===== config.mk =====
export PLATFORM = sky130hd
export DESIGN_NAME = lfsr_arb
export DESIGN_NICKNAME = d
export VERILOG_FILES = /design/src/rtl/lfsr_arb.sv
export SDC_FILE = /design/constraint.sdc
export NUM_CORES = 1
export LEC_CHECK = 0
export ABC_AREA = 1
export BUFFER_PORTS_ARGS = -buffer_cell sky130_fd_sc_hd__buf_2
export CORE_ASPECT_RATIO = 0.7
export CORE_MARGIN = 4
export CORE_UTILIZATION = 55
export DETAILED_ROUTE_END_ITERATION = 16
export PLACE_DENSITY = 0.8
export SETUP_SLACK_MARGIN = 0.5
export SLEW_MARGIN = 20
export SYNTH_ARGS = -nofsm -noshare
export SYNTH_HDL_FRONTEND = slang
export SYNTH_SLANG_ARGS = --single-unit

===== constraint.sdc =====
create_clock -name Clk -period 2.2 [get_ports Clk]
set_input_delay 0.11 -clock Clk [delete_from_list [all_inputs] [get_ports Clk]]
set_output_delay 0.11 -clock Clk [all_outputs]
set_load 0.02 [all_outputs]

===== src/rtl/lfsr_arb.sv =====
// Two-requester round-robin arbiter that serves each grant with a byte drawn from an 8-bit XNOR LFSR.
// Optional build macro LFSR_ARB_FREERUN_EN: the LFSR also advances every idle cycle without a seed load.
module lfsr_arb #(
    parameter int unsigned STEPS = 8
) (
    input  logic       Clk,
    input  logic       RS,
    input  logic [1:0] Req,
    input  logic       SeedLd,
    input  logic [7:0] Seed,
    output logic [1:0] Gnt,
    output logic       Valid,
    output logic [7:0] Dout,
    output logic       Busy
);

    typedef enum logic [1:0] {
        IDLE  = 2'd0,
        SHIFT = 2'd1,
        DONE  = 2'd2
    } state_t;

    localparam logic [3:0] STEPS_C = 4'(STEPS);

    state_t     state_q, state_d;
    logic [7:0] q_q,     q_d;
    logic [3:0] cnt_q,   cnt_d;
    logic       ptr_q,   ptr_d;
    logic [1:0] gnt_q,   gnt_d;
    logic       valid_q, valid_d;
    logic [7:0] dout_q,  dout_d;

    logic       sel_idx;
    logic [7:0] q_step;

    // XNOR feedback: the all-ones word is the only lock-up state, so it is kept out via the seed path.
    always_comb begin
        q_step = {q_q[6:0], ~(q_q[7] ^ q_q[6] ^ q_q[5] ^ q_q[1] ^ q_q[0])};
    end

    // Preferred requester wins if asking, otherwise the other one.
    always_comb begin
        sel_idx = Req[ptr_q] ? ptr_q : ~ptr_q;
    end

    always_comb begin
        state_d = state_q;
        q_d     = q_q;
        cnt_d   = cnt_q;
        ptr_d   = ptr_q;
        gnt_d   = gnt_q;
        valid_d = 1'b0;
        dout_d  = dout_q;

        case (state_q)
            IDLE: begin
                if (SeedLd) begin
                    q_d = (Seed == 8'hFF) ? 8'h00 : Seed;
                end else begin
`ifdef LFSR_ARB_FREERUN_EN
                    q_d = q_step;
`endif
                    if (Req != 2'b00) begin
                        gnt_d   = sel_idx ? 2'b10 : 2'b01;
                        cnt_d   = 4'd0;
                        state_d = SHIFT;
                    end
                end
            end
            SHIFT: begin
                // One extra settle cycle after the last shift lets Dout/Valid register together.
                if (cnt_q == STEPS_C) begin
                    state_d = DONE;
                    valid_d = 1'b1;
                    dout_d  = q_q;
                end else begin
                    q_d   = q_step;
                    cnt_d = cnt_q + 4'd1;
                end
            end
            DONE: begin
                state_d = IDLE;
                gnt_d   = 2'b00;
                ptr_d   = ~gnt_q[1];
            end
            default: begin
                state_d = IDLE;
                gnt_d   = 2'b00;
            end
        endcase
    end

    always_ff @(posedge Clk) begin
        if (!RS) begin
            state_q <= IDLE;
            q_q     <= 8'h00;
            cnt_q   <= 4'd0;
            ptr_q   <= 1'b0;
            gnt_q   <= 2'b00;
            valid_q <= 1'b0;
            dout_q  <= 8'h00;
        end else begin
            state_q <= state_d;
            q_q     <= q_d;
            cnt_q   <= cnt_d;
            ptr_q   <= ptr_d;
            gnt_q   <= gnt_d;
            valid_q <= valid_d;
            dout_q  <= dout_d;
        end
    end

    assign Gnt   = gnt_q;
    assign Valid = valid_q;
    assign Dout  = dout_q;
    assign Busy  = (state_q != IDLE);

endmodule


== After elaboration in Yosys (flattened, before gate mapping) ==
Cells that the tools add are included.

* Bits in registers: 26

* $add $sub $neg: 1
* $lt $le $gt $ge: 1
* Equal/unequal tests: 9
* Muxes and demuxes: 20
* Bitwise gates (word level): 8
* Reduce and logical (&&, ||, !) cells: 10

{| class="wikitable"
|+ Operators by type and width
! operator !! number
|-
| two-way mux 8 bit || 3
|-
| one-hot mux 8 bit (2 select lines) || 1
|-
| two-way mux 2 bit || 6
|-
| two-way mux 4 bit || 3
|-
| inequality test 2 bit (second input constant) || 5
|-
| AND reduction 3 bit || 3
|-
| equality test 8 bit (second input constant) || 1
|-
| one-hot mux 2 bit (2 select lines) || 2
|-
| one-hot mux 4 bit (2 select lines) || 1
|-
| nonzero test 2 bit || 3
|-
| adder 4 x 1 -> 4 bit (second input constant) || 1
|-
| equality test 4 bit (second input constant) || 1
|-
| two-way mux 1 bit || 4
|-
| inverter 1 bit || 4
|-
| AND reduction 2 bit || 2
|-
| AND reduction 4 bit || 1
|-
| bitwise XOR 1 bit || 4
|-
| equality test 2 x 1 -> 1 bit (second input constant) || 1
|-
| equality test 2 bit (second input constant) || 1
|-
| zero test 2 bit || 1
|-
| < comparator 1 x 2 -> 1 bit (second input constant) || 1
|}

== Longest topological paths before layout ==
* Depth in word-level cells: 7
* Depth in mapped cells: 9
* Gate-level depth less buffers: 9

== Least setup slack after synthesis ==
OpenSTA, ideal clock, no wires.

* Path kind: reg2reg
* Start: reg cnt_q[0]
* End: reg q_q[0]
* Library setup time: 0.067 ns
* Arrival: 1.180 ns
* Path slack: 0.953 ns
* Cell stages (with the launch flop): 10
* Cells stage by stage: dfxtp_1 > inv_1 > ha_1 > nand3_2 > nand2_4 > nand2_8 > inv_6 > a21oi_2 > nand2_1 > a21oi_2

* Word-level cells in the longest chain between the ends: 3

{| class="wikitable"
|+ Ends and longest elaborated chain
! element !! line !! RTL
|-
| start: declaration || 27 || <nowiki>logic [3:0] cnt_q, cnt_d;</nowiki>
|-
| start signal: assignment || 105 || <nowiki>cnt_q <= cnt_d;</nowiki>
|-
| equality test 4 bit || 72 || <nowiki>if (cnt_q == STEPS_C) begin</nowiki>
|-
| inequality test 2 bit (no source line) || -- ||
|-
| AND reduction 3 bit (no source line) || -- ||
|-
| end signal: assignment || 104 || <nowiki>q_q <= q_d;</nowiki>
|-
| end: declaration || 26 || <nowiki>logic [7:0] q_q, q_d;</nowiki>
|}

No other way between the ends.
A chain may end at the register's enable or synchronous reset.

== Worst setup path in the final report ==
* Start: reg cnt_q[0]
* End: reg q_q[2]

The elaborated chain is that of the path after synthesis.

==> results.md <==
- Starting Density: 0.581
- Core area: 2170 µm²
- Max VDD drop: 0.315 mV
- Pre-CTS setup slack: 0.850 ns
- Final-report hold violation count: 0
- Yosys warning count: 0
- RSZ-0062 raised after global routing: false
- Met1 Use GR: 0.245
- Residual DRC: 0
- Vias in the first global route: 1,034
- Die Span Y: 48.1 µm
- # rows: 14
- Crit path DAT: 1.62 ns
- CTS max path bufs: 2
- Layout cell share with drive strength beyond 1: 0.258
- Min-delay src: Seed[1]
- Worst setup SP type: flip-flop
- Sequential share of the synthesized area: 0.412
- Ports: 25
- P per Cell Area: 681 nW/µm²
- Skew-Pair Late Insertion Delay: 0.33 ns
- Crit Reg-Reg Startpoint: cnt_q[0]
- Synthesized cell area: 1260 µm²
- Die Area: 3140 µm²
- Slew Viols, Final: 0
- CTS-repair resized insts: 0
- WS Path Type: reg -> reg
- Outcome: finished clean
- First-pass GRT wire length: 4.56 mm
- Reg2reg end: q_q[2]
- Hold WS: 0.0547 ns
- Antenna cells: 0
- Final #Nets: 202
- Area contributors post-synth: dfxtp_1 41%, nand3_1 9.9%, nand2_1 9.2%
- Synth-to-layout area growth: 14.0%
- Worst Hold Class: in -> reg
- GRT overflow: 0
- GRT met3 Usage: 0.0587
- Clk sinks: 26
- Via/cell ratio: 5.39
- Max Cap Viol: 0
- DR vias: 1,174
- Slew at the pin closest to its max-slew limit: 0.357 ns
- R2R cell count: 8
- Buffers on Ports: 24
- Synth top area share: 0.412
- Synth Instances: 161
- Initial antenna violation count: 0
- Post-CTS Setup Repair Bufs: 0
- Num CTS Buffers: 3
- Final WS setup: 0.800 ns
- Syn avg cell area: 7.84 µm²
- Final Instance Area: 1440 µm²
- Worst Skew: 0.0148 ns
- Hold endpoint: q_q[1]
- GPL Wtd Cong: 0.821
- Final period utilization: 0.636
- Routed Antenna Nets: 0
- Die span in x: 65.3 µm
- R2r setup slk: 0.80 ns
- Leakage: 0.660 nW
- Critical Path RT: 2.42 ns
- Initial DRC Count: 116
- Most common cell after layout, fill and taps aside: nand2_1
- CTS tree: yes
- Met2 Use GR: 0.314
- DPL Wire Length: 2.03 mm
- WHS Path Cells: 3
- 1st-pass router iterations: 4
- Fillers: 203
- Post-layout util: 0.662
- Pin count of the biggest net entering global routing: 20
- Final setup vio count: 0
- Min cycle time layout: 1.40 ns
- Achievable Freq: 714 MHz
- TNS Setup: 0 ns
- Max_slew headroom: 0.762
- Root Driver: clkbuf_4
- Final wirelength: 2.65 mm
- Routed len/inst: 12.2 µm
- Library cells used by synthesis: 25
- Most frequent cells in the layout: 31 x nand2_1, 26 x dfxtp_1, 25 x nand3_1
- CP Max Fanout: 9
- Grt peak-use layer: met2
- GRT Total Usage: 0.191
- Post-placement cell area: 1400 µm²
- H-Tree Depth: 1
- Crit end category: flip-flop
- Largest area contributor in the netlist: dfxtp_1
- Syn nets: 176
- Synth Register Bits: 26
- Hold buffer count at CTS: 0
- Worst-path clk slew: 0.14 ns
==> synthesized netlist by cell type <==
cell type / count
nand2_1: 31
dfxtp_1: 26
nand3_1: 25
a21oi_1: 22
o21ai_0: 10
inv_1: 9
nor2_1: 6
inv_2: 5
nand2_4: 3
nor2_4: 3
a21oi_2: 2
ha_1: 2
nand2_2: 2
nand3_2: 2
o21ai_1: 2
xor2_1: 2
a2bb2oi_1: 1
a311oi_1: 1
buf_2: 1
buf_6: 1
clkbuf_1: 1
inv_6: 1
nand2_8: 1
nor2_8: 1
xnor2_1: 1
==> layout make-up <==
| type | instances | area (µm²) | share of cell area |
|---|---|---|---|
| Multi-Input combinational cell | 117 | 661 | 0.459 |
| Sequential cell | 26 | 520 | 0.362 |
| Timing Repair Buffer | 24 | 120 | 0.0835 |
| Inverter | 15 | 61.3 | 0.0426 |
| Tap cell | 32 | 40.0 | 0.0278 |
| Clock buffer | 4 | 36.3 | 0.0252 |
==> report_power, final <==
group          internal [mW]  leakage [nW]  switching [mW]
Sequential             0.498         0.212          0.0306
Combinational         0.0762         0.427           0.133
Clock                  0.102        0.0210           0.141
Total                  0.676         0.660           0.305
==> logic make-up after synthesis <==
group	count (synthesis)	share of synthesized area
compound gates	38	0.163
flops	26	0.412
simple gates	74	0.320
xor+xnor	3	0.0208
buf+inv	18	0.0644
fa+ha+maj	2	0.0198
==> critical path, stage by stage, from the launching register on <==
cell     delay [ns]
dfxtp_1        0.42
inv_1          0.06
ha_1           0.20
nand3_2        0.12
nand2_4        0.11
nand2_8        0.10
inv_6          0.05
a21oi_1        0.13
a21oi_1        0.09
==> worst max-delay path by stage <==
stage                     startpoint      to  slack [ns]  depth (start not counted)
final                       cnt_q[0]  q_q[2]        0.80                          8
after global routing        cnt_q[0]  q_q[0]        0.69                          9
after CTS                   cnt_q[0]  q_q[2]        0.81                          8
after detailed placement    cnt_q[0]  q_q[0]        0.85                          9
after global placement      cnt_q[0]  q_q[0]        0.85                          9
after floorplan             cnt_q[0]  q_q[0]        0.95                          9
==> per-layer routing <==
layer / wire length (µm) / vias up
met3: 190 / 7
li1: - / 596
met5: 0 / -
met2: 1180 / 41
met4: 38 / 0
met1: 1240 / 530
==> registers in the layout, summed over array words and instances (netlist names) <==
name     cells
Dout         8
state_q      2
cnt_q        4
Gnt          2
Valid        1
ptr_q        1
q_q          8
==> stage by stage <==
stage / std cells / power [mW]
global route: 218 / 1.03
detailed placement: 214 / 0.744
CTS: 218 / 0.984
finish: 218 / 0.980
floorplan: 161 / 0.695
global placement: 214 / 0.737
Note: power is estimated with default switching activity, not from simulation.
